<file path="config.mk">
export PLATFORM = sky130hd
export DESIGN_NAME = idct_approximation_stream
export DESIGN_NICKNAME = d
export VERILOG_FILES = /design/src/rtl/idct_approximation_stream_pkg.sv /design/src/rtl/idct_approximation_stream_sat_clip.sv /design/src/rtl/idct_approximation_stream.sv
export SDC_FILE = /design/constraint.sdc
export NUM_CORES = 1
export LEC_CHECK = 0
export CELL_PAD_IN_SITES_DETAIL_PLACEMENT = 0
export CELL_PAD_IN_SITES_GLOBAL_PLACEMENT = 2
export CORE_MARGIN = 5
export CORE_UTILIZATION = 32
export CTS_CLUSTER_SIZE = 12
export DETAILED_ROUTE_END_ITERATION = 10
export PLACE_DENSITY_LB_ADDON = 0.1
export SYNTH_ARGS = -nofsm -noshare
export SYNTH_HDL_FRONTEND = slang
export SYNTH_SLANG_ARGS = --single-unit
</file>
<file path="constraint.sdc">
create_clock -name clk -period 4.2 [get_ports clk]
set_input_delay 1.05 -clock clk [delete_from_list [all_inputs] [get_ports clk]]
set_output_delay 1.05 -clock clk [all_outputs]
set_load 0.005 [all_outputs]
</file>
<file path="src/rtl/idct_approximation_stream_pkg.sv">
// Shared definitions for the 2-point inverse DCT stream.
//   state_e        : emit FSM states
//   DEFAULT_DATA_W : default signed coefficient / pixel width
//   SAT_CNT_W      : width of the clipped-pixel counter
package idct_pkg;
  localparam int DEFAULT_DATA_W = 8;
  localparam int SAT_CNT_W      = 8;

  typedef enum logic [1:0] {
    IDLE    = 2'd0,
    EMIT_P1 = 2'd1,
    EMIT_P2 = 2'd2
  } state_e;
endpackage

</file>
<file path="src/rtl/idct_approximation_stream_sat_clip.sv">
// Saturating narrow from DATA_W+1 to DATA_W signed bits.
//   din     : DATA_W+1 bit signed value
//   dout    : value clipped to the signed DATA_W range
//   clipped : high when din was outside that range
module sat_clip #(
  parameter int DATA_W = 8
) (
  input  logic [DATA_W:0]   din,
  output logic [DATA_W-1:0] dout,
  output logic              clipped
);
  // The value fits iff the two top bits agree (the extra bit is pure sign).
  assign clipped = din[DATA_W] ^ din[DATA_W-1];

  always_comb begin
    dout = din[DATA_W-1:0];
    if (clipped)
      dout = din[DATA_W] ? {1'b1, {(DATA_W-1){1'b0}}}   // most negative
                         : {1'b0, {(DATA_W-1){1'b1}}};  // most positive
  end
endmodule

</file>
<file path="src/rtl/idct_approximation_stream.sv">
// Streaming inverse 2-point DCT approximation: p1 = c0 + c1, p2 = c0 - c1,
// each saturated to DATA_W, emitted serially (p1 then p2).
//   clk, rst           : clock, synchronous active-high reset
//   coef_valid/ready   : coefficient pair handshake, coef0 = c0, coef1 = c1
//   pix_valid/ready    : pixel stream handshake, pix_data = pixel
//   pix_last           : final pixel of each BLOCK_PAIRS-pair block
//   sat_count          : sticky-saturating count of clipped pixels
module idct_approximation_stream
  import idct_pkg::*;
#(
  parameter int DATA_W      = DEFAULT_DATA_W,
  parameter int BLOCK_PAIRS = 4
) (
  input  logic                 clk,
  input  logic                 rst,
  input  logic                 coef_valid,
  output logic                 coef_ready,
  input  logic [DATA_W-1:0]    coef0,
  input  logic [DATA_W-1:0]    coef1,
  output logic                 pix_valid,
  input  logic                 pix_ready,
  output logic [DATA_W-1:0]    pix_data,
  output logic                 pix_last,
  output logic [SAT_CNT_W-1:0] sat_count
);
  localparam int CNT_W = (BLOCK_PAIRS > 1) ? $clog2(BLOCK_PAIRS) : 1;
  localparam logic [CNT_W-1:0] CNT_MAX = CNT_W'(BLOCK_PAIRS - 1);

  state_e                 state, state_nxt;
  logic [DATA_W-1:0]      p1_q, p2_q;
  logic [CNT_W-1:0]       pair_cnt;
  logic [SAT_CNT_W-1:0]   sat_q;
  logic                   accept, p2_done;
  logic [DATA_W:0]        sum, diff;
  logic [DATA_W-1:0]      sum_clip, diff_clip;
  logic                   sum_sat, diff_sat;
  logic [SAT_CNT_W:0]     sat_sum;

  // A new pair can land while the last pixel of the previous one leaves,
  // which keeps the stream at one pixel per cycle.
  assign coef_ready = !rst && (state == IDLE || (state == EMIT_P2 && pix_ready));
  assign accept     = coef_valid && coef_ready;
  assign p2_done    = (state == EMIT_P2) && pix_ready;

  // Sign-extend by one bit so sum/diff cannot overflow before clipping.
  assign sum  = {coef0[DATA_W-1], coef0} + {coef1[DATA_W-1], coef1};
  assign diff = {coef0[DATA_W-1], coef0} - {coef1[DATA_W-1], coef1};

  sat_clip #(.DATA_W(DATA_W)) u_clip_sum (
    .din(sum), .dout(sum_clip), .clipped(sum_sat)
  );
  sat_clip #(.DATA_W(DATA_W)) u_clip_diff (
    .din(diff), .dout(diff_clip), .clipped(diff_sat)
  );

  // One spare bit catches the carry out so the counter can stick at max.
  assign sat_sum = {1'b0, sat_q} + (SAT_CNT_W+1)'(sum_sat) + (SAT_CNT_W+1)'(diff_sat);

  // State register
  always_ff @(posedge clk) begin
    if (rst) state <= IDLE;
    else     state <= state_nxt;
  end

  // Next-state logic
  always_comb begin
    state_nxt = state;
    unique case (state)
      IDLE:    if (accept)    state_nxt = EMIT_P1;
      EMIT_P1: if (pix_ready) state_nxt = EMIT_P2;
      EMIT_P2: if (pix_ready) state_nxt = accept ? EMIT_P1 : IDLE;
      default:                state_nxt = IDLE;
    endcase
  end

  // Outputs
  always_comb begin
    pix_valid = 1'b0;
    pix_data  = '0;
    pix_last  = 1'b0;
    unique case (state)
      EMIT_P1: begin
        pix_valid = 1'b1;
        pix_data  = p1_q;
      end
      EMIT_P2: begin
        pix_valid = 1'b1;
        pix_data  = p2_q;
        pix_last  = (pair_cnt == CNT_MAX);
      end
      default: ;
    endcase
  end

  // Datapath registers
  always_ff @(posedge clk) begin
    if (rst) begin
      p1_q     <= '0;
      p2_q     <= '0;
      pair_cnt <= '0;
      sat_q    <= '0;
    end else begin
      if (accept) begin
        p1_q  <= sum_clip;
        p2_q  <= diff_clip;
        sat_q <= sat_sum[SAT_CNT_W] ? '1 : sat_sum[SAT_CNT_W-1:0];
      end
      if (p2_done)
        pair_cnt <= (pair_cnt == CNT_MAX) ? '0 : pair_cnt + CNT_W'(1);
    end
  end

  assign sat_count = sat_q;
endmodule
</file>
==> impl_results.rst <==
.. list-table::
   :header-rows: 1

   * - Metric
     - Value
   * - Wire length of the first global-routing pass
     - 8180 um
   * - Number of register bits inferred by synthesis
     - 28
   * - Count leader, synth
     - sky130_fd_sc_hd__dfxtp_1
   * - # diodes
     - 0
   * - Number of cells on the worst hold path
     - 2
   * - Final net count
     - 350
   * - Area of combinational cells with multiple inputs
     - 0.00155 mm2
   * - Post-synthesis cell type with the largest combined area
     - sky130_fd_sc_hd__dfxtp_1
   * - Worst voltage drop across the vdd grid
     - about 0.000084 V
   * - Top cells by count, synth
     - sky130_fd_sc_hd__dfxtp_1, sky130_fd_sc_hd__ha_1, sky130_fd_sc_hd__inv_1, sky130_fd_sc_hd__nand3b_1, sky130_fd_sc_hd__nor2_1
   * - Mapped Area
     - 0.00225 mm2
   * - Slew Limit Headroom
     - 64.7%
   * - DRC violations left
     - 0
   * - R2r setup slk
     - 1850 ps
   * - Clock tree from TritonCTS
     - built
   * - Starting utilization of the core area
     - 33.0%
   * - Clock tree sinks
     - 28
   * - Data arrival at the endpoint of the critical path
     - ~4000 ps
   * - Fraction of the cycle the final worst path needs
     - 92.4%
   * - Share of the core filled with cells
     - 41.8%
   * - Count of flip-flops with a built-in enable after synthesis
     - 0
   * - Highest fanout seen on the critical path
     - 4
   * - Antenna violations before repair
     - 0
   * - Layout cells sized above 1
     - 14.5%
   * - Count of mapped cells out of synthesis
     - 260
   * - Vias per Instance
     - between 4 and 5
   * - Total setup violations reported at the end of the flow
     - 0
   * - Largest buffer count on any clock path
     - 2
   * - Yosys top cell area share
     - 24.9%
   * - Register-to-Register Path Depth
     - 9
   * - WS Path Type
     - input port to flop
   * - Clk_skew
     - approximately 1.6 ps
   * - Number of hold-repair buffers added at the cts stage
     - 0
   * - Initial DRT Pass Iterations
     - 4
   * - Clock Root Buffer
     - sky130_fd_sc_hd__clkbuf_8
   * - Last weighted congestion value of the routability-driven placer
     - 0.727
   * - GRT Util Overall
     - roughly 11%
   * - Iteration-0 DRC count of the detailed router
     - 73
   * - Shortest period the worst path allows
     - 3880 ps
   * - H-Tree Level Count
     - 1
   * - Hold-critical path endpoint
     - pair_cnt[1]$_SDFFE_PP0P_
   * - Endpoint of the lowest-slack register-to-register path
     - sat_count[3]$_SDFFE_PP0P_
   * - Worst-Skew Late Latency
     - 270 ps
   * - Total Routed Length
     - 4830 um
   * - Category of the worst setup path capture point
     - flop
   * - Post-synthesis average cell area
     - 8.67 um2
   * - Post-synthesis net count
     - between 300 and 400
   * - Area post-placement
     - 0.00280 mm2
   * - Placed wire-length estimate after detailed placement
     - 3850 um
   * - Sum of negative setup slack
     - 0 ps
   * - Post-synthesis async set-or-reset flop share
     - 0%
   * - Area delta synth->final
     - 26.7%
   * - Final number of max-transition violations
     - 0
   * - Number of global-route vias before repair
     - about 1800
   * - RSZ-0062 raised after global routing
     - false
   * - LEAKAGE
     - approximately 1.1 nW
   * - Number of I/O pins
     - 39
   * - Power density relative to cell area
     - 277 mW/mm2
   * - Port Buf Inserts
     - 38
   * - Die span in y
     - 93.9 um
   * - Start point of the worst hold path
     - pair_cnt[1]$_SDFFE_PP0P_
   * - Fmax
     - roughly 260 MHz
   * - Die Outline Area
     - 0.00882 mm2
   * - Clock Pin Slew Worst Setup and Hold Paths
     - 90 ps
   * - Total congestion overflow after global routing
     - 0
   * - Run status
     - finished clean
   * - Routed wirelength normalized by instance count
     - around 12 um
   * - Endpoint required time on the critical path
     - 4360 ps
   * - Critical path startpoint category
     - input port
   * - Core area
     - roughly 0.007 mm2
   * - Die extent in x
     - 93.9 um
   * - Count of standard-cell rows
     - 30
   * - Number of distinct library cell variants in the gate-level netlist after synthesis
     - 58
   * - Synth warnings
     - 0
   * - Layout filler cell count
     - approximately 740
   * - Maximum number of pins on one net before global-route repair
     - 30
   * - Max Cap Violations
     - 0
   * - Final Hold Vio Count
     - 0
   * - Register Area
     - 561 um2
   * - Prevailing post-synth register cell
     - sky130_fd_sc_hd__dfxtp_1
   * - Num CTS Buffers
     - 3
   * - Total vias in the final route
     - 1878
   * - Sequential share of the synthesized area
     - 24.9%
   * - Post-CTS Setup Bufs
     - 0
   * - Slew of the pin with the lowest slew margin
     - 530 ps
   * - Launching point of the worst reg2reg path
     - state[0]$_SDFFE_PP0P_
   * - Post-cts resize count
     - 0
   * - Final cell area excluding filler cells
     - approximately 0.0029 mm2
   * - Post-route antenna net violation count
     - 0
   * - Biggest area contributors in the synthesized netlist
     - sky130_fd_sc_hd__dfxtp_1, sky130_fd_sc_hd__ha_1, sky130_fd_sc_hd__nand3b_1
   * - Hold Path Class
     - flop to flop
-- through the flow --
| step | hold slack, ps | setup WS, ps | total power, mW | instances |
|---|---|---|---|---|
| 3_3_place_gp | 453 | 71.5 | 0.639 | 396 |
| 4_1_cts | 467 | 312 | 0.806 | 400 |
| 5_1_grt | 486 | 120 | 0.852 | 400 |
| 3_5_place_dp | 454 | 30.5 | 0.639 | 396 |
| 2_1_floorplan | 440 | 424 | 0.539 | 260 |
| 6_report | 464 | 319 | 0.790 | 400 |
-- area by class of cell --
| type | instances | area share [%] |
|---|---|---|
| multi-input cells | 200 | 54.2 |
| flip-flops and latches | 28 | 19.6 |
| repair buffers | 55 | 17.8 |
| well taps | 96 | 4.21 |
| inverters | 17 | 2.23 |
| clock buffers | 4 | 1.93 |
-- cells by family after synthesis --
group	after synthesis	share of synthesized area [%]
and+or+nand+nor	86	22.3
xor gates and xnor gates	12	5.00
adders and majority gates	38	21.0
buffers and inverters	32	6.44
muxes	1	0.444
DFF	28	24.9
AOI/OAI and AO/OA	63	19.9
-- metal layers --
layer / share of wire (%) / track usage (%) / routed length, um / up-vias
li1: - / - / - / 1013
met1: 50 / 14.7 / 2430 / 836
met2: 46 / 19.3 / 2200 / 27
met3: 3.2 / 1.12 / 154 / 2
met4: 0.85 / 3.25 / 41 / 0
met5: 0 / 0 / 0 / -
-- sequential cells by signal (all words and copies together) (netlist names) --
name / count
state: 2
sat_count: 8
p2_q: 8
pair_cnt: 2
p1_q: 8
-- critical path, cell delays in order --
cell                              delay, ps
sky130_fd_sc_hd__clkdlybuf4s50_1        480
sky130_fd_sc_hd__inv_1                   50
sky130_fd_sc_hd__ha_1                   300
sky130_fd_sc_hd__or3_4                  400
sky130_fd_sc_hd__or2_0                  210
sky130_fd_sc_hd__a221o_1                350
sky130_fd_sc_hd__xnor2_1                150
sky130_fd_sc_hd__fa_1                   390
sky130_fd_sc_hd__and3_1                 180
sky130_fd_sc_hd__and3_1                 220
sky130_fd_sc_hd__nand3_1                170
sky130_fd_sc_hd__a31oi_1                100
-- worst max path at each step --
| stage | start | to | slack (ps) | cells past startpoint |
|---|---|---|---|---|
| after floorplan | coef1[4] | sat_count[0]$_SDFFE_PP0P_ | 420 | 13 |
| after global placement | coef1[1] | sat_count[0]$_SDFFE_PP0P_ | 70 | 13 |
| after detailed placement | coef1[5] | sat_count[0]$_SDFFE_PP0P_ | 30 | 12 |
| after CTS | coef1[5] | sat_count[0]$_SDFFE_PP0P_ | 310 | 12 |
| after global routing | coef1[2] | sat_count[1]$_SDFFE_PP0P_ | 120 | 13 |
| final | coef1[5] | sat_count[0]$_SDFFE_PP0P_ | 320 | 12 |
-- cell usage in the layout, fill, tap and decap left out, types with 3 or more instances in the layout --
cell	count
sky130_fd_sc_hd__buf_4	17
sky130_fd_sc_hd__nand3b_1	16
sky130_fd_sc_hd__nor3_1	6
sky130_fd_sc_hd__clkdlybuf4s50_1	38
sky130_fd_sc_hd__fa_1	3
sky130_fd_sc_hd__clkbuf_8	4
sky130_fd_sc_hd__maj3_1	6
sky130_fd_sc_hd__inv_1	16
sky130_fd_sc_hd__o21ai_2	7
sky130_fd_sc_hd__a21oi_1	13
sky130_fd_sc_hd__o21ai_0	3
sky130_fd_sc_hd__xnor2_1	8
sky130_fd_sc_hd__nand3_1	4
sky130_fd_sc_hd__and3_1	4
sky130_fd_sc_hd__nor2_1	16
sky130_fd_sc_hd__nor2b_1	12
sky130_fd_sc_hd__nand2_1	12
sky130_fd_sc_hd__o21ai_1	7
sky130_fd_sc_hd__o21a_1	4
sky130_fd_sc_hd__a22oi_1	8
sky130_fd_sc_hd__maj3_2	7
sky130_fd_sc_hd__dfxtp_1	28
sky130_fd_sc_hd__xor2_1	3
sky130_fd_sc_hd__ha_1	22
-- power breakdown --
group | leakage (nW) | internal, mW | switching, mW
sequential | 0.229 | 0.295 | 0.0175
combinational | 0.851 | 0.163 | 0.151
clock | 0.0288 | 0.0838 | 0.0802
Power figures use the tool's default switching activity.
